<file path="config.mk">
export PLATFORM = sky130hd
export DESIGN_NAME = xc_malu_long_seq
export DESIGN_NICKNAME = d
export VERILOG_FILES = /design/src/rtl/xc_malu_long_seq.sv
export SDC_FILE = /design/constraint.sdc
export NUM_CORES = 1
export LEC_CHECK = 0
export BUFFER_PORTS_ARGS = -buffer_cell sky130_fd_sc_hd__buf_4
export CAP_MARGIN = 20
export CORE_AREA = 10 10 205 207
export CTS_BUF_LIST = sky130_fd_sc_hd__clkbuf_2 sky130_fd_sc_hd__clkbuf_4 sky130_fd_sc_hd__clkbuf_8
export CTS_CLUSTER_SIZE = 12
export DETAILED_ROUTE_END_ITERATION = 12
export DIE_AREA = 0 0 215 217
export PLACE_DENSITY = 0.55
export SETUP_SLACK_MARGIN = 0.1
export SYNTH_ARGS = -nofsm -noshare
export SYNTH_HDL_FRONTEND = slang
export SYNTH_SLANG_ARGS = --single-unit
</file>
<file path="constraint.sdc">
create_clock -name g_clk -period 6.9 [get_ports g_clk]
set_input_delay 1.725 -clock g_clk [delete_from_list [all_inputs] [get_ports g_clk]]
set_output_delay 1.725 -clock g_clk [all_outputs]
set_load 0.01 [all_outputs]
</file>
<file path="src/rtl/xc_malu_long_seq.sv">
// rtl/xc_malu_long_seq.sv - sequencer for multi-precision madd/msub/macc/mmul long arithmetic
// Holds operands and acc/carry/count state for the external datapath and multiplier.
module xc_malu_long_seq #(
   parameter int unsigned MUL_TIMEOUT = 63
) (
   input  logic        g_clk,
   input  logic        g_reset,
   input  logic        req_valid,
   output logic        req_ready,
   input  logic [3:0]  req_uop,
   input  logic [31:0] req_rs1,
   input  logic [31:0] req_rs2,
   input  logic [31:0] req_rs3,
   input  logic        flush,
   output logic        rsp_valid,
   input  logic        rsp_ready,
   output logic [63:0] rsp_data,
   output logic        rsp_err,
   output logic [31:0] dp_rs1,
   output logic [31:0] dp_rs2,
   output logic [31:0] dp_rs3,
   output logic [3:0]  dp_uop,
   output logic        fsm_init,
   output logic        fsm_msub_1,
   output logic        fsm_macc_1,
   output logic        fsm_mmul_1,
   output logic        fsm_mmul_2,
   output logic        fsm_done,
   output logic [63:0] acc,
   output logic        carry,
   output logic [5:0]  count,
   input  logic [63:0] dp_n_acc,
   input  logic        dp_n_carry,
   input  logic [63:0] dp_result,
   output logic        mul_start,
   output logic        mul_flush,
   input  logic        mul_done,
   input  logic [63:0] mul_result
);

   typedef enum logic [2:0] {
      S_IDLE, S_INIT, S_MSUB_1, S_MACC_1, S_MUL_WAIT, S_MMUL_1, S_MMUL_2, S_DONE
   } state_t;

   state_t      state;
   state_t      nxt;
   logic        accept;
   logic        uop_ok;
   logic        timeout;
   logic        acc_load;
   logic [5:0]  count_inc;

   assign accept    = req_valid & req_ready;
   assign uop_ok    = (req_uop != 4'd0) && ((req_uop & (req_uop - 4'd1)) == 4'd0);
   assign timeout   = (count == 6'(MUL_TIMEOUT));
   assign count_inc = (count == 6'd63) ? count : count + 6'd1;
   assign acc_load  = (state == S_INIT && !dp_uop[3]) || state == S_MSUB_1 ||
                      state == S_MACC_1 || state == S_MMUL_1 || state == S_MMUL_2;

   // Error responses (illegal uop, multiplier timeout) always return zero data.
   assign rsp_data  = (state == S_DONE && !rsp_err) ? dp_result : 64'd0;

   always_comb begin
      nxt = state;
      case (state)
         S_IDLE:     if (accept) nxt = uop_ok ? S_INIT : S_DONE;
         S_INIT: begin
            if (dp_uop[3])      nxt = S_MUL_WAIT;
            else if (dp_uop[1]) nxt = S_MSUB_1;
            else if (dp_uop[2]) nxt = S_MACC_1;
            else                nxt = S_DONE;
         end
         S_MSUB_1:   nxt = S_DONE;
         S_MACC_1:   nxt = S_DONE;
         S_MUL_WAIT: begin
            if (mul_done)     nxt = S_MMUL_1;
            else if (timeout) nxt = S_DONE;
         end
         S_MMUL_1:   nxt = S_MMUL_2;
         S_MMUL_2:   nxt = S_DONE;
         S_DONE:     if (rsp_ready) nxt = S_IDLE;
         default:    nxt = S_IDLE;
      endcase
      if (flush) nxt = S_IDLE;
   end

   always_ff @(posedge g_clk or posedge g_reset) begin
      if (g_reset) begin
         state      <= S_IDLE;
         req_ready  <= 1'b1;
         rsp_valid  <= 1'b0;
         rsp_err    <= 1'b0;
         dp_rs1     <= 32'd0;
         dp_rs2     <= 32'd0;
         dp_rs3     <= 32'd0;
         dp_uop     <= 4'd0;
         fsm_init   <= 1'b0;
         fsm_msub_1 <= 1'b0;
         fsm_macc_1 <= 1'b0;
         fsm_mmul_1 <= 1'b0;
         fsm_mmul_2 <= 1'b0;
         fsm_done   <= 1'b0;
         acc        <= 64'd0;
         carry      <= 1'b0;
         count      <= 6'd0;
         mul_start  <= 1'b0;
         mul_flush  <= 1'b0;
      end else begin
         state      <= nxt;
         req_ready  <= (nxt == S_IDLE);
         rsp_valid  <= (nxt == S_DONE);
         fsm_init   <= (nxt == S_INIT);
         fsm_msub_1 <= (nxt == S_MSUB_1);
         fsm_macc_1 <= (nxt == S_MACC_1);
         fsm_mmul_1 <= (nxt == S_MMUL_1);
         fsm_mmul_2 <= (nxt == S_MMUL_2);
         fsm_done   <= (nxt == S_DONE);
         mul_start  <= (nxt == S_INIT) && req_uop[3];
         // Abort the multiplier whenever it may still be running and we leave it behind.
         mul_flush  <= (state == S_MUL_WAIT && (flush || (!mul_done && timeout))) ||
                       (state == S_INIT && dp_uop[3] && flush);

         if (flush) begin
            acc     <= 64'd0;
            carry   <= 1'b0;
            count   <= 6'd0;
            dp_uop  <= 4'd0;
            rsp_err <= 1'b0;
         end else begin
            case (state)
               S_IDLE: begin
                  if (accept) begin
                     dp_uop  <= req_uop;
                     dp_rs1  <= req_rs1;
                     dp_rs2  <= req_rs2;
                     dp_rs3  <= req_rs3;
                     acc     <= 64'd0;
                     carry   <= 1'b0;
                     count   <= 6'd0;
                     rsp_err <= !uop_ok;
                  end
               end
               S_MUL_WAIT: begin
                  count <= count_inc;
                  if (mul_done)     acc     <= mul_result;
                  else if (timeout) rsp_err <= 1'b1;
               end
               S_DONE: begin
                  if (rsp_ready) begin
                     dp_uop  <= 4'd0;
                     rsp_err <= 1'b0;
                  end
               end
               default: begin
                  count <= count_inc;
                  if (acc_load) begin
                     acc   <= dp_n_acc;
                     carry <= dp_n_carry;
                  end
               end
            endcase
         end
      end
   end

endmodule

</file>
==> results.py, run 1 <==
metrics = {
    "run_status": {
        "status": "finished, final reports clean",
    },
    "detailed_routing": {
        "drc": 0,
        "num_vias": 7209,
        "drt-pass1-iter-count": 4,
        "post_drt_via_cell_ratio": 4.256,
        "wire_per_inst_um": 20.90,
        "antenna_left": 0,
        "drt-total-wl_um": 35410,
        "drt-initial-drc-count": 328,
    },
    "die": {
        "dieArea_um2": 46660,
        "start_util": 0.2320,
        "dieHeight_um": 217,
        "fp.coreArea_um2": 38110,
        "io_pins": 545,
        "row_count": 72,
        "die_w_um": 215,
    },
    "clock_network": {
        "cts_resized": 0,
        "cts_buffer_depth": 2,
        "clkLatencyLatePin_ns": 0.48,
        "htree_num_levels": 4,
        "post-cts-setup-buffers": 0,
        "cts_root_buf": "clkbuf_8",
        "cts_buffers": 17,
        "ctsHoldBuffers": 0,
        "cts_sinks": 184,
        "clkTransAtPathRegs_ns": 0.10,
        "cts_tree": "done",
    },
    "power": {
        "sw_frac_of_total": 0.3604,
        "p_seq_frac": 0.360,
        "clkPwrFrac": 0.143,
        "p_leak_nw": 7.017,
        "p_int_w": 0.003295,
        "p_comb_frac": 0.498,
        "power_switching_w": 0.001856,
        "power.density_nw_per_um2": 373.9,
        "ir_drop_uv": 139.4,
    },
    "critical_path": {
        "worstSetupPathType": "flip-flop to output port",
        "worstSetupStartpointType": "flip-flop",
        "critPathSlowestCell": "dfrtp_1",
        "critPathRequiredTime_ns": 5.18,
        "worst_setup_path_end_kind": "output port",
        "crit_arrival_ns": 2.37,
        "cp_max_fo": 64,
        "crit_chain": "and3_1 -> nor2b_4 -> buf_12 -> and2_1 -> buf_4",
        "crit_path_max_incr_delay_ns": 0.72,
    },
    "global_routing": {
        "track_usage": 0.1436,
        "grt_max_degree": 125,
        "grt_pass1_wl_um": 51320,
        "grt_pass1_vias": 7550,
        "antenna_found_initial": 2,
        "grt-ovfl-total": 0,
    },
    "timing": {
        "fmaxAchievable_ghz": 0.2445,
        "layout_setup_ws_ns": 2.809,
        "fin_setup_tns_ns": 0,
        "post-route-period-util": 0.5928,
        "worst_slew_pin_slew_ns": 0.9092,
        "slew-limit-headroom": 0.3939,
        "fin_skew_ns": 0.01115,
        "rsz0062_at_grt": "no",
        "hold_viol_final": 0,
        "slew_violations": 0,
        "period_minus_slack_ns": 4.091,
        "finalSetupViolCount": 0,
    },
    "synthesis": {
        "yosysTopAreaCellShare": 0.5180,
        "ys_async_sr_fraction": 1.000,
        "seq_area_frac_synth": 0.5210,
        "synth_nets": 932,
        "ys.flop_type": "dfrtp_1",
        "synth_seq_cells": 184,
        "ys.warnings.count": 0,
        "ys_types": 57,
        "synth_edf_count": 0,
        "synth_area_um2": 8840,
        "synth_cells": 632,
        "ys_top_cells_by_area": "dfrtp_1 (52%), mux2_4 (15%), mux2_2 (9.0%)",
        "avgSynthCellArea_um2": 13.99,
        "synth_top_area_cell": "dfrtp_1",
    },
    "finish": {
        "drive_gt1_frac": 0.6468,
        "final_nets": 1462,
        "final_util": 0.3615,
        "syn2layout_area_growth_pct": 55.85,
        "fill_cells": 3788,
    },
    "flow_run": {
        "cap_violations": 0,
    },
    "placement": {
        "preCtsSetupSlack_ns": 2.842,
        "io_buffer_count": 544,
        "gp_congestion": 0.9400,
        "hpwl_um": 28320,
    },
    "worst_hold_path": {
        "min_path_type": "flip-flop to flip-flop",
    },
}
==> worst paths after layout <==
kind / start / to / slack (ns) / depth (start not counted)
min in group asynchronous: g_reset / dp_rs2[29]$_DFFE_PP0P_ / 1.38 / 2
max reg2reg: state[1]$_DFF_PP0_ / dp_rs3[7]$_DFFE_PP0P_ / 4.08 / 6
min reg2reg: acc[63]$_DFFE_PP0P_ / acc[63]$_DFFE_PP0P_ / 0.51 / 1
max in group asynchronous: g_reset / acc[63]$_DFFE_PP0P_ / 4.07 / 3
max: state[1]$_DFF_PP0_ / rsp_data[60] / 2.81 / 5
min: acc[63]$_DFFE_PP0P_ / acc[63]$_DFFE_PP0P_ / 0.51 / 1
==> cell families (layout without fill, tap and decap cells) <==
logic type | count (synthesis) | after routing | synth area share
compound gates | 108 | 108 | 0.1026
xor+xnor | 1 | 1 | 0.0009910
fa+ha+maj | 1 | 1 | 0.001415
buf+inv | 48 | 591 | 0.04374
flops | 184 | 184 | 0.5210
mux | 161 | 161 | 0.2427
other cells | 0 | 1 | 0
simple gates | 129 | 129 | 0.08747
==> through the flow <==
step	instance area, um2	power, W	hold slack, ns	std cells
6_report	13780	0.005151	0.5117	1694
5_1_grt	13770	0.005481	0.5314	1693
4_1_cts	13700	0.005234	0.5204	1690
3_5_place_dp	13310	0.004465	0.4934	1658
3_3_place_gp	13310	0.004437	0.4913	1658
2_1_floorplan	8840	0.003240	0.5289	632
==> placed cells by master (no fill, tap or decap), drive strengths merged, types with 2 or more instances in the layout <==
cell / count
a2111oi: 2
a211oi: 4
a21oi: 11
a22o: 64
a31oi: 2
a41o: 2
a41oi: 2
and2: 64
and3: 2
and4: 2
buf: 554
clkbuf: 19
clkinv: 3
clkinvlp: 4
dfrtp: 183
inv: 10
mux2: 160
nand2: 14
nand3: 11
nand3b: 2
nor2: 9
nor2b: 2
nor3: 5
nor4: 4
nor4b: 3
o211a: 2
o21ai: 5
o31ai: 5
or2: 2
or3: 3
or4: 3
==> sequential cells by signal (all words and copies together), names as in the netlist, 3 cells and up <==
name and flops:
dp_rs1 32, dp_rs2 32, acc 64, dp_rs3 32, dp_uop 4, count 6
state 3
==> power by group through the flow <==
| stage | logic [W] | clock network, W | registers [W] |
|---|---|---|---|
| after floorplan | 0.00120 | 0 | 0.00204 |
| after global placement | 0.00259 | 0 | 0.00185 |
| after detailed placement | 0.00260 | 0 | 0.00187 |
| after CTS | 0.00260 | 0.000777 | 0.00186 |
| after global routing | 0.00274 | 0.000820 | 0.00192 |
| final | 0.00256 | 0.000735 | 0.00185 |
==> critical path: cells and delay by family, from the launching register on <==
family	cells	cell delay, ns
buf+inv	2	0.34
flops	1	0.72
simple gates	3	0.79
==> cell usage after synthesis, drive strengths merged, types with 3 or more instances <==
cell type and n:
o31ai 5, inv 5, nor4 4, a22o 64, clkbuf 19, or4 3, or3 3, mux2 160
a211oi 4, o21ai 5, nor4b 3, dfrtp 183, a21oi 11, and2 64, nor2 9, nand2 14
buf 24, nand3 11, nor3 5
==> routing by layer <==
metal,global-route usage,routed length (um)
met4,0.02746,236
met1,0.1848,15130
met3,0.05132,3185
met2,0.2293,16850
met5,0,13
==> area by class of cell <==
type / instances / area, um2 / share of cell area
repair buffers: 554 / 4224 / 0.3066
clock buffers: 19 / 255.2 / 0.01853
inverters: 5 / 26.28 / 0.001907
well taps: 518 / 648.1 / 0.04704
diodes: 1 / 2.502 / 0.0001816
clock inverters: 13 / 137.6 / 0.009990
flip-flops and latches: 184 / 4606 / 0.3343
multi-input cells: 400 / 3877 / 0.2814
(Power assumes the default switching activity.)
==> run 2, diff against run 1 <==
--- a/config.mk
+++ b/config.mk
@@ -7,12 +7,12 @@
 export LEC_CHECK = 0
 export BUFFER_PORTS_ARGS = -buffer_cell sky130_fd_sc_hd__buf_4
 export CAP_MARGIN = 20
-export CORE_AREA = 10 10 205 207
+export CORE_AREA = 10 10 206 208
 export CTS_BUF_LIST = sky130_fd_sc_hd__clkbuf_2 sky130_fd_sc_hd__clkbuf_4 sky130_fd_sc_hd__clkbuf_8
 export CTS_CLUSTER_SIZE = 12
 export DETAILED_ROUTE_END_ITERATION = 12
-export DIE_AREA = 0 0 215 217
-export PLACE_DENSITY = 0.55
+export DIE_AREA = 0 0 216 218
+export PLACE_DENSITY = 0.52
 export SETUP_SLACK_MARGIN = 0.1
 export SYNTH_ARGS = -nofsm -noshare
 export SYNTH_HDL_FRONTEND = slang
==> constraint.sdc (replaced) <==
create_clock -name g_clk -period 3.89 [get_ports g_clk]
set_input_delay 0.9725 -clock g_clk [delete_from_list [all_inputs] [get_ports g_clk]]
set_output_delay 0.9725 -clock g_clk [all_outputs]
set_load 0.01 [all_outputs]
==> run 2 against run 1 <==
  * Core utilization is essentially flat
  * Worst hold slack gained 0.0047 ns
  * Clock skew grew 0.0027 ns
  * Setup slack lost 2.4 ns
  * Critical path depth is the same
  * Sequential share of layout area shrank 0.10 points
  * Clock-buffer cell count is the same
  * Flip-flop and latch count is the same
  * Global-route usage grew 1.2 points
==> results.py, run 2 (synthesis gave the netlist of run 1 again) <==
metrics = {
    "detailed_routing": {
        "wire_per_inst_um": 22.87,
        "antenna_left": 0,
        "drt-initial-drc-count": 548,
        "num_vias": 7271,
        "drt-pass1-iter-count": 5,
        "drt-total-wl_um": 38900,
        "drc": 0,
        "post_drt_via_cell_ratio": 4.275,
    },
    "clock_network": {
        "cts_tree": "done",
        "cts_buffers": 17,
        "cts_buffer_depth": 2,
        "clkLatencyLatePin_ns": 0.49,
        "cts_root_buf": "clkbuf_8",
        "htree_num_levels": 4,
        "clkTransAtPathRegs_ns": 0.10,
        "post-cts-setup-buffers": 0,
        "ctsHoldBuffers": 0,
        "cts_sinks": 184,
    },
    "finish": {
        "top_register": "acc",
        "final_cell_mix": "buf_4 (556), dfrtp_1 (182), mux2_4 (89), mux2_2 (71)",
        "syn2layout_area_growth_pct": 56.38,
        "drive_gt1_frac": 0.6497,
        "largest_reg_flops": 64,
        "final_nets": 1469,
        "final_util": 0.3610,
        "final_common_cell": "buf_4",
    },
    "timing": {
        "hold_viol_final": 0,
        "period_minus_slack_ns": 3.507,
        "rsz0062_at_grt": "no",
        "post-route-period-util": 0.9016,
        "worst_slew_pin_slew_ns": 0.7683,
        "fin_setup_tns_ns": 0,
        "slew-limit-headroom": 0.4866,
        "holdWs_ns": 0.5163,
        "fin_skew_ns": 0.01388,
        "slew_violations": 0,
        "fmaxAchievable_ghz": 0.2851,
        "layout_setup_ws_ns": 0.3826,
        "finalSetupViolCount": 0,
    },
    "placement": {
        "io_buffer_count": 544,
        "gp_congestion": 0.8766,
        "preCtsSetupSlack_ns": 0.8808,
        "hpwl_um": 31630,
    },
    "critical_path": {
        "critPathSlowestCell": "dfrtp_1",
        "worst_setup_path_end_kind": "output port",
        "crit_buf_inv": 2,
        "crit_path_max_incr_delay_ns": 0.68,
        "worstRegToRegCells": 5,
        "path_common_cell": "buf_4",
        "crit_arrival_ns": 2.53,
        "critPathRequiredTime_ns": 2.92,
        "r2r_slack_ns": 1.29,
        "cp_top_family": "simple AND/OR/NAND/NOR gates",
        "cp_max_fo": 64,
        "reg2reg_to": "dp_rs3[24]$_DFFE_PP0P_",
        "worstSetupPathType": "flip-flop to output port",
        "crit_chain": "and3_1 -> nor2b_4 -> buf_4 -> and2_1 -> buf_4",
        "reg2reg_from": "state[0]$_DFF_PP0_",
        "worstSetupStartpointType": "flip-flop",
    },
    "power": {
        "total_power_w": 0.009228,
        "p_leak_nw": 7.055,
        "ir_drop_uv": 254.7,
        "power.density_nw_per_um2": 667.5,
    },
    "global_routing": {
        "grt_max_degree": 120,
        "track_usage": 0.1554,
        "antenna_found_initial": 0,
        "grt_pass1_vias": 7681,
        "grt_pass1_wl_um": 54570,
        "grt-ovfl-total": 0,
    },
    "die": {
        "die_w_um": 216,
        "start_util": 0.2309,
        "dieArea_um2": 47090,
        "io_pins": 545,
        "fp.coreArea_um2": 38290,
        "dieHeight_um": 218,
        "row_count": 72,
    },
    "worst_hold_path": {
        "hold_end": "dp_rs2[8]$_DFFE_PP0P_",
        "min_path_type": "flip-flop to flip-flop",
        "min-delay-start": "dp_rs2[8]$_DFFE_PP0P_",
        "hold_depth": 1,
    },
    "run_status": {
        "status": "finished, final reports clean",
    },
    "flow_run": {
        "cap_violations": 0,
    },
}
## run 2: cell types whose count changed in the layout (fill, tap and decap cells not counted), moves of 2 or more
cell and change:
inv_8 -4, inv_6 +4, buf_12 +3, buf_4 +6, buf_16 -2
## run 2: where the power goes
group	internal [W]	leakage [nW]	switching [W]
Sequential	0.00274	2.35	0.000543
Clock	0.000549	0.195	0.000771
Combinational	0.00256	4.51	0.00206
Total	0.00586	7.05	0.00337
## run 2: metrics by stage
step	instance area, um2	instances
final	13820	1701
after global routing	13820	1700
after CTS	13820	1700
after detailed placement	13430	1668
after global placement	13430	1668
after floorplan	8843	632
## run 2: layer usage
| metal | track usage | wire length [um] | share of wire | up-vias |
|---|---|---|---|---|
| met4 | 0.03356 | 394 | 0.010 | 0 |
| met3 | 0.04549 | 2487 | 0.064 | 23 |
| met2 | 0.2561 | 19300 | 0.50 | 269 |
| met1 | 0.1978 | 16720 | 0.43 | 3598 |
| li1 | - | - | - | 3381 |
| met5 | 0 | 0 | 0 | - |
## run 2: layout make-up
type / count / area (um2)
Antenna cell: 1 / 2.502
Sequential cell: 184 / 4607
Clock buffer: 19 / 255.2
Fill cell: 3843 / 24460
Tap cell: 518 / 648.1
Clock inverter: 13 / 136.4
Inverter: 5 / 22.52
Multi-Input combinational cell: 400 / 3877
Timing Repair Buffer: 561 / 4274
## run 2: timing repair
item,4_1_cts,5_1_grt
setup endpoints to repair,0,1
endpoints found under the hold margin,0,0
gates resized for setup,0,1
## run 2: worst reg2reg max path: cells and delay by family, from the launching register on
kind,cells,cell delay (ns)
buf+inv,1,0.34
flops,1,0.56
mux,1,0.39
simple gates,3,1.18
## run 2: how the worst max path moves through the flow
stage	cells after the start	from	slack [ns]	endpoint
finish	5	state[2]$_DFF_PP0_	0.38	rsp_data[54]
global route	5	state[2]$_DFF_PP0_	0.14	rsp_data[32]
CTS	5	state[1]$_DFF_PP0_	0.30	rsp_data[54]
detailed placement	5	state[1]$_DFF_PP0_	0.88	rsp_data[8]
global placement	5	state[1]$_DFF_PP0_	0.93	rsp_data[30]
floorplan	1	g_reset	0.55	acc[0]$_DFFE_PP0P_
